<file path="src/rtl/trigger_unit_pkg.sv">
// Shared widths and state encodings for the trigger unit (define.v equivalents).
// The build flag TRIGGER_EXT_EN adds the external trigger input to trigger_unit.
`ifndef DATA_WIDTH
`define DATA_WIDTH 8
`endif
`ifndef COUNT_WIDTH
`define COUNT_WIDTH 8
`endif
`ifndef TRIG_IDLE
`define TRIG_IDLE 2'd0
`endif
`ifndef TRIG_ARMED
`define TRIG_ARMED 2'd1
`endif
`ifndef TRIG_TRIGGERED
`define TRIG_TRIGGERED 2'd2
`endif

package trigger_unit_pkg;

  localparam int DEFAULT_DATA_WIDTH  = `DATA_WIDTH;
  localparam int DEFAULT_COUNT_WIDTH = `COUNT_WIDTH;

  typedef enum logic [1:0] {
    ST_IDLE      = `TRIG_IDLE,
    ST_ARMED     = `TRIG_ARMED,
    ST_TRIGGERED = `TRIG_TRIGGERED
  } trig_state_t;

endpackage

</file>
<file path="src/rtl/trigger_unit_match.sv">
// Combinational level/edge comparator: current sample against the latched config.
module trigger_match #(
  parameter int DATA_WIDTH = trigger_unit_pkg::DEFAULT_DATA_WIDTH
) (
  input  logic [DATA_WIDTH-1:0] data,
  input  logic [DATA_WIDTH-1:0] prev,
  input  logic                  prev_valid,
  input  logic [DATA_WIDTH-1:0] mask,
  input  logic [DATA_WIDTH-1:0] value,
  input  logic [DATA_WIDTH-1:0] edge_mask,
  output logic                  match
);

  logic [DATA_WIDTH-1:0] edge_bit_ok;
  logic                  level_ok;
  logic                  edge_ok;

  assign level_ok = ((data ^ value) & mask) == '0;

  // A bit outside edge_mask is always satisfied, so an all-zero edge_mask
  // never depends on prev_valid.
  generate
    for (genvar gi = 0; gi < DATA_WIDTH; gi++) begin : g_edge
      assign edge_bit_ok[gi] = !edge_mask[gi] ||
                               (prev_valid && (prev[gi] != data[gi]) && (data[gi] == value[gi]));
    end
  endgenerate

  assign edge_ok = &edge_bit_ok;
  assign match   = level_ok && edge_ok;

endmodule

</file>
<file path="src/rtl/trigger_unit.sv">
// Programmable occurrence-counting trigger feeding the capture core's i_trigger.
// Build flag TRIGGER_EXT_EN adds i_ext_trigger, which forces TRIGGERED from ARMED.
module trigger_unit
  import trigger_unit_pkg::*;
#(
  parameter int DATA_WIDTH  = DEFAULT_DATA_WIDTH,
  parameter int COUNT_WIDTH = DEFAULT_COUNT_WIDTH
) (
  input  logic                   clk,
  input  logic                   reset,
  input  logic [DATA_WIDTH-1:0]  i_data,
  input  logic                   i_arm,
  input  logic                   i_disarm,
  input  logic [DATA_WIDTH-1:0]  i_mask,
  input  logic [DATA_WIDTH-1:0]  i_value,
  input  logic [DATA_WIDTH-1:0]  i_edge_mask,
  input  logic [COUNT_WIDTH-1:0] i_count,
`ifdef TRIGGER_EXT_EN
  input  logic                   i_ext_trigger,
`endif
  output logic                   o_trigger,
  output logic                   o_armed,
  output logic [COUNT_WIDTH-1:0] o_match_cnt
);

  trig_state_t            state_reg, state_next;
  logic [COUNT_WIDTH-1:0] cnt_reg, cnt_next;
  logic [DATA_WIDTH-1:0]  mask_reg, value_reg, edge_mask_reg;
  logic [COUNT_WIDTH-1:0] count_reg;
  logic [DATA_WIDTH-1:0]  prev_reg;
  logic                   prev_valid_reg;

  logic                   arm_take;
  logic                   match;
  logic [COUNT_WIDTH:0]   cnt_inc;
  logic                   final_match;
  logic                   ext_fire;

  // Disarm outranks arm when both pulse together.
  assign arm_take = i_arm && !i_disarm;

`ifdef TRIGGER_EXT_EN
  assign ext_fire = i_ext_trigger;
`else
  assign ext_fire = 1'b0;
`endif

  trigger_match #(
    .DATA_WIDTH (DATA_WIDTH)
  ) u_match (
    .data       (i_data),
    .prev       (prev_reg),
    .prev_valid (prev_valid_reg),
    .mask       (mask_reg),
    .value      (value_reg),
    .edge_mask  (edge_mask_reg),
    .match      (match)
  );

  // Extra bit keeps the compare exact even when the count sits at its maximum.
  assign cnt_inc     = {1'b0, cnt_reg} + {{COUNT_WIDTH{1'b0}}, 1'b1};
  assign final_match = match && (cnt_inc == {1'b0, count_reg});

  always_comb begin
    state_next = state_reg;
    cnt_next   = cnt_reg;
    if (i_disarm) begin
      state_next = ST_IDLE;
    end else if (i_arm) begin
      state_next = ST_ARMED;
      cnt_next   = '0;
    end else begin
      unique case (state_reg)
        ST_ARMED: begin
          if (match) begin
            cnt_next = cnt_inc[COUNT_WIDTH-1:0];
          end
          if (final_match || ext_fire) begin
            state_next = ST_TRIGGERED;
          end
        end
        ST_TRIGGERED: state_next = ST_TRIGGERED;
        default:      state_next = ST_IDLE;
      endcase
    end
  end

  always_ff @(posedge clk) begin
    if (reset) begin
      state_reg <= ST_IDLE;
      cnt_reg   <= '0;
    end else begin
      state_reg <= state_next;
      cnt_reg   <= cnt_next;
    end
  end

  // Config is snapshotted only on an accepted arm; a zero count means "one match".
  always_ff @(posedge clk) begin
    if (reset) begin
      mask_reg      <= '0;
      value_reg     <= '0;
      edge_mask_reg <= '0;
      count_reg     <= {{(COUNT_WIDTH-1){1'b0}}, 1'b1};
    end else if (arm_take) begin
      mask_reg      <= i_mask;
      value_reg     <= i_value;
      edge_mask_reg <= i_edge_mask;
      count_reg     <= (i_count == '0) ? {{(COUNT_WIDTH-1){1'b0}}, 1'b1} : i_count;
    end
  end

  // The sample taken on the arm edge may predate the new config, so edges
  // are only trusted one cycle after arming.
  always_ff @(posedge clk) begin
    if (reset) begin
      prev_reg       <= '0;
      prev_valid_reg <= 1'b0;
    end else begin
      prev_reg       <= i_data;
      prev_valid_reg <= !arm_take;
    end
  end

  assign o_trigger   = (state_reg == ST_TRIGGERED);
  assign o_armed     = (state_reg == ST_ARMED);
  assign o_match_cnt = cnt_reg;

endmodule

</file>
<file path="config.mk">
export PLATFORM = sky130hd
export DESIGN_NAME = trigger_unit
export DESIGN_NICKNAME = d
export VERILOG_FILES = /design/src/rtl/trigger_unit_pkg.sv /design/src/rtl/trigger_unit_match.sv /design/src/rtl/trigger_unit.sv
export SDC_FILE = /design/constraint.sdc
export NUM_CORES = 1
export LEC_CHECK = 0
export CAP_MARGIN = 20
export CORE_ASPECT_RATIO = 1.4
export CORE_MARGIN = 2
export CORE_UTILIZATION = 30
export DETAILED_ROUTE_END_ITERATION = 8
export GPL_TIMING_DRIVEN = 0
export PLACE_DENSITY = 0.49
export SLEW_MARGIN = 30
export SYNTH_ARGS = -nofsm -noshare
export SYNTH_HDL_FRONTEND = slang
export SYNTH_SLANG_ARGS = --single-unit
</file>
<file path="constraint.sdc">
create_clock -name clk -period 4.8 [get_ports clk]
set_input_delay 0.48 -clock clk [delete_from_list [all_inputs] [get_ports clk]]
set_output_delay 0.48 -clock clk [all_outputs]
set_load 0.02 [all_outputs]
</file>
==> results of run 1 <==
==> tightest hold or removal path, cell delays in order (launching register included) <==
cell and delay [ns]:
dfxtp_1 0.32, nand2_1 0.05, a21oi_1 0.05
==> cell usage in the layout, fill, tap and decap left out, drive strengths merged, types with 4 or more instances in the layout <==
master,netlist,layout
nand2,73,73
clkdlybuf4s50,0,52
dfxtp,51,51
a21oi,36,36
clkbuf,12,18
xor2,13,13
nor2b,11,11
o21ai,9,9
nor2,5,5
nor3b,5,5
or3,5,5
a211oi,5,5
a21o,5,5
xnor2,5,5
buf,5,5
nand4b,4,4
nand4,4,4
a22oi,4,4
and3b,4,4
a22o,4,4
o311ai,4,4
==> cell families (layout without fill, tap and decap cells) <==
| logic type | count (synthesis) | after routing | synth area share |
|---|---|---|---|
| simple gates | 126 | 126 | 0.256 |
| compound gates | 72 | 72 | 0.194 |
| flops | 51 | 51 | 0.421 |
| buf+inv | 20 | 80 | 0.0381 |
| xor+xnor | 18 | 18 | 0.0649 |
| fa+ha+maj | 3 | 3 | 0.0155 |
| mux | 2 | 2 | 0.0108 |
==> layout make-up <==
cell class,instances,area [um^2]
Timing Repair Buffer,52,520
Multi-Input combinational cell,221,1310
Inverter,3,11.3
Tap cell,100,125
Sequential cell,51,1020
Buffer,17,81.3
Clock buffer,6,72.6
Fill cell,822,4590
Clock inverter,2,60.1
==> power by group through the flow <==
stage | Clock [mW] | Combinational, mW | Sequential (mW)
after floorplan | 0 | 0.0630 | 0.459
after global placement | 0 | 0.124 | 0.462
after detailed placement | 0 | 0.124 | 0.462
after CTS | 0.366 | 0.125 | 0.453
after global routing | 0.378 | 0.135 | 0.455
final | 0.356 | 0.122 | 0.452
==> per-stage QoR <==
stage	power (mW)	area (um^2)	std cells
3_3_place_gp	0.586	3070	444
2_1_floorplan	0.522	2430	292
3_5_place_dp	0.587	3070	444
5_1_grt	0.968	3210	452
4_1_cts	0.943	3210	452
6_report	0.930	3210	452
==> path summary, 6_finish.rpt <==
kind | start | endpoint | slack [ns] | cells past startpoint
max | i_data[5] | state_reg[1] | 2.15 | 7
min | edge_mask_reg[4] | edge_mask_reg[4] | 0.46 | 2
max reg2reg | o_match_cnt[0] | state_reg[1] | 2.25 | 7
min reg2reg | edge_mask_reg[4] | edge_mask_reg[4] | 0.46 | 2
==> routing by layer <==
metal	vias to the layer above	wire length, um
met5	-	0
met3	9	164
li1	1136	-
met4	0	125
met1	994	2620
met2	38	3320
==> flow_summary.json, run 1 <==
{
  "synth_cells": 292,
  "crit_path_end_kind": "register",
  "via_count": 2177,
  "io_pins": 54,
  "grt.overflow.total": 0,
  "synth_async_sr_flop_share": 0,
  "core.rowCount": 38,
  "initial_core_util": 0.311,
  "cap_violations": 0,
  "ys_warn_count": 0,
  "syn_nets": 339,
  "place_congestion": 0.835,
  "cts_buffer_depth": 2,
  "antenna_left": 0,
  "grt_max_degree": 16,
  "dr.pass1.iters": 4,
  "finalSetupViolCount": 0,
  "nets": 398,
  "grt_first_pass_wirelength_um": 10100,
  "required_ns": 5.00,
  "first_global_vias": 2050,
  "setup_tns_ns": 0,
  "grt_util_met1": 0.163,
  "area_delta_synth_final_pct": 32.1,
  "pre_cts_ws_ns": 1.78,
  "critPathBufInv": 2,
  "grt_busiest_layer": "met2",
  "cts_max_level": 2,
  "cts.root.buffer_cell": "clkbuf_8",
  "p_switching_mw": 0.218,
  "synth_most_common_cell": "nand2_1",
  "crit_type": "input port to register",
  "worstPathArrival_ns": 2.85,
  "drcViolationCount": 0,
  "cts_resized": 0,
  "tightest_slew_ns": 0.538,
  "routed_via_density": 4.82,
  "hold_class": "register to register",
  "yosys.area.top_type": "dfxtp_1",
  "syn_avg_cell_area_um2": 8.31,
  "antenna_found_initial": 0,
  "synth_cell_types": 41,
  "wl_um": 6230,
  "synth_area_mm2": 0.00243,
  "synth_seq_cells": 51,
  "yosys-top-cells-area": "dfxtp_1 (42%), nand2_1 (11%), a21oi_1 (7.4%)",
  "pwr-share-seq": 0.486,
  "finClkSkew_ns": 0.00470,
  "drive_above_1_share": 0.0682,
  "setup_slack_ns": 2.15,
  "synth_edf_count": 0,
  "p_comb_frac": 0.131,
  "fmaxAchievable_mhz": 378,
  "hold_viol": 0,
  "holdWs_ns": 0.461,
  "period_needed_ns": 2.65,
  "p_sw_frac": 0.234,
  "period_share": 0.551,
  "cp-start-kind": "input port",
  "clkLatencyLatePin_ns": 0.30,
  "status": "finished, final reports clean",
  "antenna_cells": 0,
  "yosysTopAreaCellShare": 0.421,
  "drtIter0Drc": 41,
  "use_met3": 0.0245,
  "io_buffers": 52,
  "rsz0062_at_grt": "no",
  "internal_power_mw": 0.712,
  "post-route-util": 0.411,
  "die-area_mm2": 0.00884,
  "die_h_um": 110,
  "cts_buffers": 5,
  "cts_setup_buffers": 0,
  "cts.clk_slew.worst_paths_ns": 0.10,
  "worstPathCellList": "clkdlybuf4s50_1 -> o311ai_0 -> nand4_1 -> or4_1 -> buf_6 -> o21ai_0 -> mux2_2",
  "tritoncts": "built",
  "cp_top_family": "simple AND/OR/NAND/NOR gates",
  "p_leak_nw": 1.18,
  "cts.sinks": 51,
  "slowest_delay_ns": 0.57,
  "slew_viol_final": 0,
  "cpMaxStageDelayCell": "or4_1",
  "p_per_area_mw_per_mm2": 290,
  "postCtsHoldBufs": 0,
  "yosys-top-cells-count": "nand2_1 (72), dfxtp_1 (51), a21oi_1 (36), xor2_1 (13), clkbuf_1 (12)",
  "post_drt_wl_per_cell_um": 13.8,
  "p_clk_frac": 0.383,
  "yosysSeqAreaShare": 0.421,
  "synth_top_flop_cell": "dfxtp_1",
  "crit_fanout": 9,
  "die_w_um": 80.0,
  "dp_hpwl_um": 4820,
  "coreArea_mm2": 0.00780,
  "grt_use_total": 0.145,
  "max-vdd-ir-drop_mv": 0.132,
  "grt_util_met2": 0.265,
  "slew-limit-headroom": 0.641
}
No activity file was read; power rests on OpenSTA's default activity.
==> run 2: changes to the inputs <==
--- a/config.mk
+++ b/config.mk
@@ -11,7 +11,7 @@
 export CORE_UTILIZATION = 30
 export DETAILED_ROUTE_END_ITERATION = 8
 export GPL_TIMING_DRIVEN = 0
-export PLACE_DENSITY = 0.49
+export PLACE_DENSITY = 0.51
 export SLEW_MARGIN = 30
 export SYNTH_ARGS = -nofsm -noshare
 export SYNTH_HDL_FRONTEND = slang
==> constraint.sdc (replaced) <==
create_clock -name clk -period 2.2 [get_ports clk]
set_input_delay 0.22 -clock clk [delete_from_list [all_inputs] [get_ports clk]]
set_output_delay 0.22 -clock clk [all_outputs]
set_load 0.02 [all_outputs]
==> flow_summary.json, run 2 (synthesis gave the netlist of run 1 again) <==
{
  "first_global_vias": 2198,
  "post_drt_wl_per_cell_um": 13.8,
  "cpMaxStageDelayCell": "or4_4",
  "worstPathCellList": "ha_4 -> xor2_1 -> xnor2_1 -> nand4_1 -> or4_4 -> o21ai_2 -> mux2_2",
  "io_buffers": 52,
  "grt_use_total": 0.148,
  "setup_slack_ns": 0.0464,
  "dr.pass1.iters": 4,
  "placed_cells": 444,
  "initial_core_util": 0.311,
  "p_per_area_mw_per_mm2": 614,
  "post_dp_cell_area_mm2": 0.00308,
  "tightest_slew_ns": 0.554,
  "finClkSkew_ns": 0.00843,
  "finalSetupViolCount": 0,
  "cts.clk_slew.worst_paths_ns": 0.10,
  "dp_hpwl_um": 4710,
  "grt_max_degree": 16,
  "p_leak_nw": 1.23,
  "critPathBufInv": 0,
  "slew-limit-headroom": 0.631,
  "setup_tns_ns": 0,
  "r2r-end": "state_reg[1]",
  "required_ns": 2.40,
  "antenna_cells": 0,
  "cp-start-kind": "register",
  "die_h_um": 110,
  "crit_fanout": 7,
  "coreArea_mm2": 0.00780,
  "cts.root.buffer_cell": "clkbuf_8",
  "grt_first_pass_wirelength_um": 10300,
  "hold_class": "input port to register",
  "drtIter0Drc": 45,
  "tritoncts": "built",
  "final_cell_mix": "nand2_1 (71), clkdlybuf4s50_1 (50), dfxtp_1 (47), a21oi_1 (36), clkbuf_1 (13)",
  "crit_path_end_kind": "register",
  "die_w_um": 80.0,
  "period_share": 0.979,
  "grt_busiest_layer": "met2",
  "antenna_left": 0,
  "holdWs_ns": 0.266,
  "area_delta_synth_final_pct": 37.1,
  "cts_max_level": 2,
  "seq_area_mm2": 0.00103,
  "grt_util_met2": 0.273,
  "nFillCells": 813,
  "worst-path-stages": 7,
  "die-area_mm2": 0.00884,
  "rrSetupSlack_ns": 0.05,
  "max-vdd-ir-drop_mv": 0.292,
  "cts_buffers": 5,
  "multi_input_area_mm2": 0.00139,
  "wl_um": 6310,
  "finalPower_mw": 2.04,
  "reg2reg_from": "o_match_cnt[0]",
  "via_count": 2224,
  "drcViolationCount": 0,
  "fmaxAchievable_mhz": 464,
  "period_needed_ns": 2.15,
  "critPathLaunch": "o_match_cnt[0]",
  "nets": 402,
  "worstPathArrival_ns": 2.35,
  "drive_above_1_share": 0.129,
  "cap_violations": 0,
  "crit_type": "register to register",
  "cts_buffer_depth": 2,
  "design_area_mm2": 0.00333,
  "endpoint": "state_reg[1]",
  "rsz0062_at_grt": "yes",
  "rr_worst_depth": 7,
  "place_congestion": 0.861,
  "grt_util_met1": 0.168,
  "final_cells": 456,
  "final_common_cell": "nand2_1",
  "slowest_delay_ns": 0.52,
  "hold_viol": 0,
  "use_met3": 0.0229,
  "post-route-util": 0.427,
  "cp_top_family": "simple AND/OR/NAND/NOR gates",
  "grt.overflow.total": 0,
  "antenna_found_initial": 0,
  "routed_via_density": 4.88,
  "pre_cts_ws_ns": -0.564,
  "io_pins": 54,
  "postCtsHoldBufs": 0,
  "core.rowCount": 38,
  "slew_viol_final": 0,
  "status": "finished, final reports clean",
  "clkLatencyLatePin_ns": 0.30,
  "cts.sinks": 51
}
[run 2: worst register-to-register path: cells and delay by family (launching register included)]
kind | cells | cell delay (ns)
multiplexers | 1 | 0.34
flip-flops | 1 | 0.42
AO/OA/AOI/OAI | 1 | 0.15
XOR/XNOR | 2 | 0.31
adder cells (fa/ha/maj) | 1 | 0.17
AND/OR/NAND/NOR | 2 | 0.66
[run 2: area by class of cell]
type / count / share of cell area
repair buffers: 57 / 0.171
flip-flops and latches: 51 / 0.309
clock inverters: 2 / 0.0181
inverters: 3 / 0.00338
multi-input cells: 221 / 0.417
clock buffers: 6 / 0.0218
well taps: 100 / 0.0376
plain buffers: 16 / 0.0218
[run 2: worst min-delay path by stage]
| stage | startpoint | depth (start not counted) | slack [ns] | to |
|---|---|---|---|---|
| after global routing | i_data[1] | 2 | 0.28 | prev_reg[1] |
| final | i_data[1] | 2 | 0.27 | prev_reg[1] |
| after global placement | mask_reg[1] | 2 | 0.44 | mask_reg[1] |
| after detailed placement | edge_mask_reg[7] | 2 | 0.45 | edge_mask_reg[7] |
| after CTS | reset | 2 | 0.33 | prev_reg[7] |
| after floorplan | i_data[0] | 1 | 0.35 | prev_reg[0] |
[run 2: what timing repair did]
item / CTS / global route
resized for setup: 10 / 18
cloned: 0 / 0
setup buffers: 5 / 0
setup endpoints to repair: 9 / 10
pin swaps: 3 / 6
endpoints found under the hold margin: 0 / 0
[run 2: routing by layer]
metal  up-vias  part of all wire
met1      1039              0.43
met2        42              0.53
li1       1135                 -
met5         -                 0
met3         8             0.025
met4         0             0.017
[run 2: power breakdown]
part	switching [mW]	total, mW	leakage [nW]	internal (mW)
Combinational	0.136	0.288	0.743	0.152
Clock	0.314	0.768	0.0654	0.455
Sequential	0.0274	0.987	0.420	0.959
Total	0.477	2.04	1.23	1.57
==> run 3: changes to the inputs <==
--- a/config.mk
+++ b/config.mk
@@ -5,6 +5,7 @@
 export SDC_FILE = /design/constraint.sdc
 export NUM_CORES = 1
 export LEC_CHECK = 0
+export ABC_AREA = 0
 export CAP_MARGIN = 20
 export CORE_ASPECT_RATIO = 1.4
 export CORE_MARGIN = 2
==> results of run 3 <==
Final layout, timing and power as in run 2 (identical DEF).
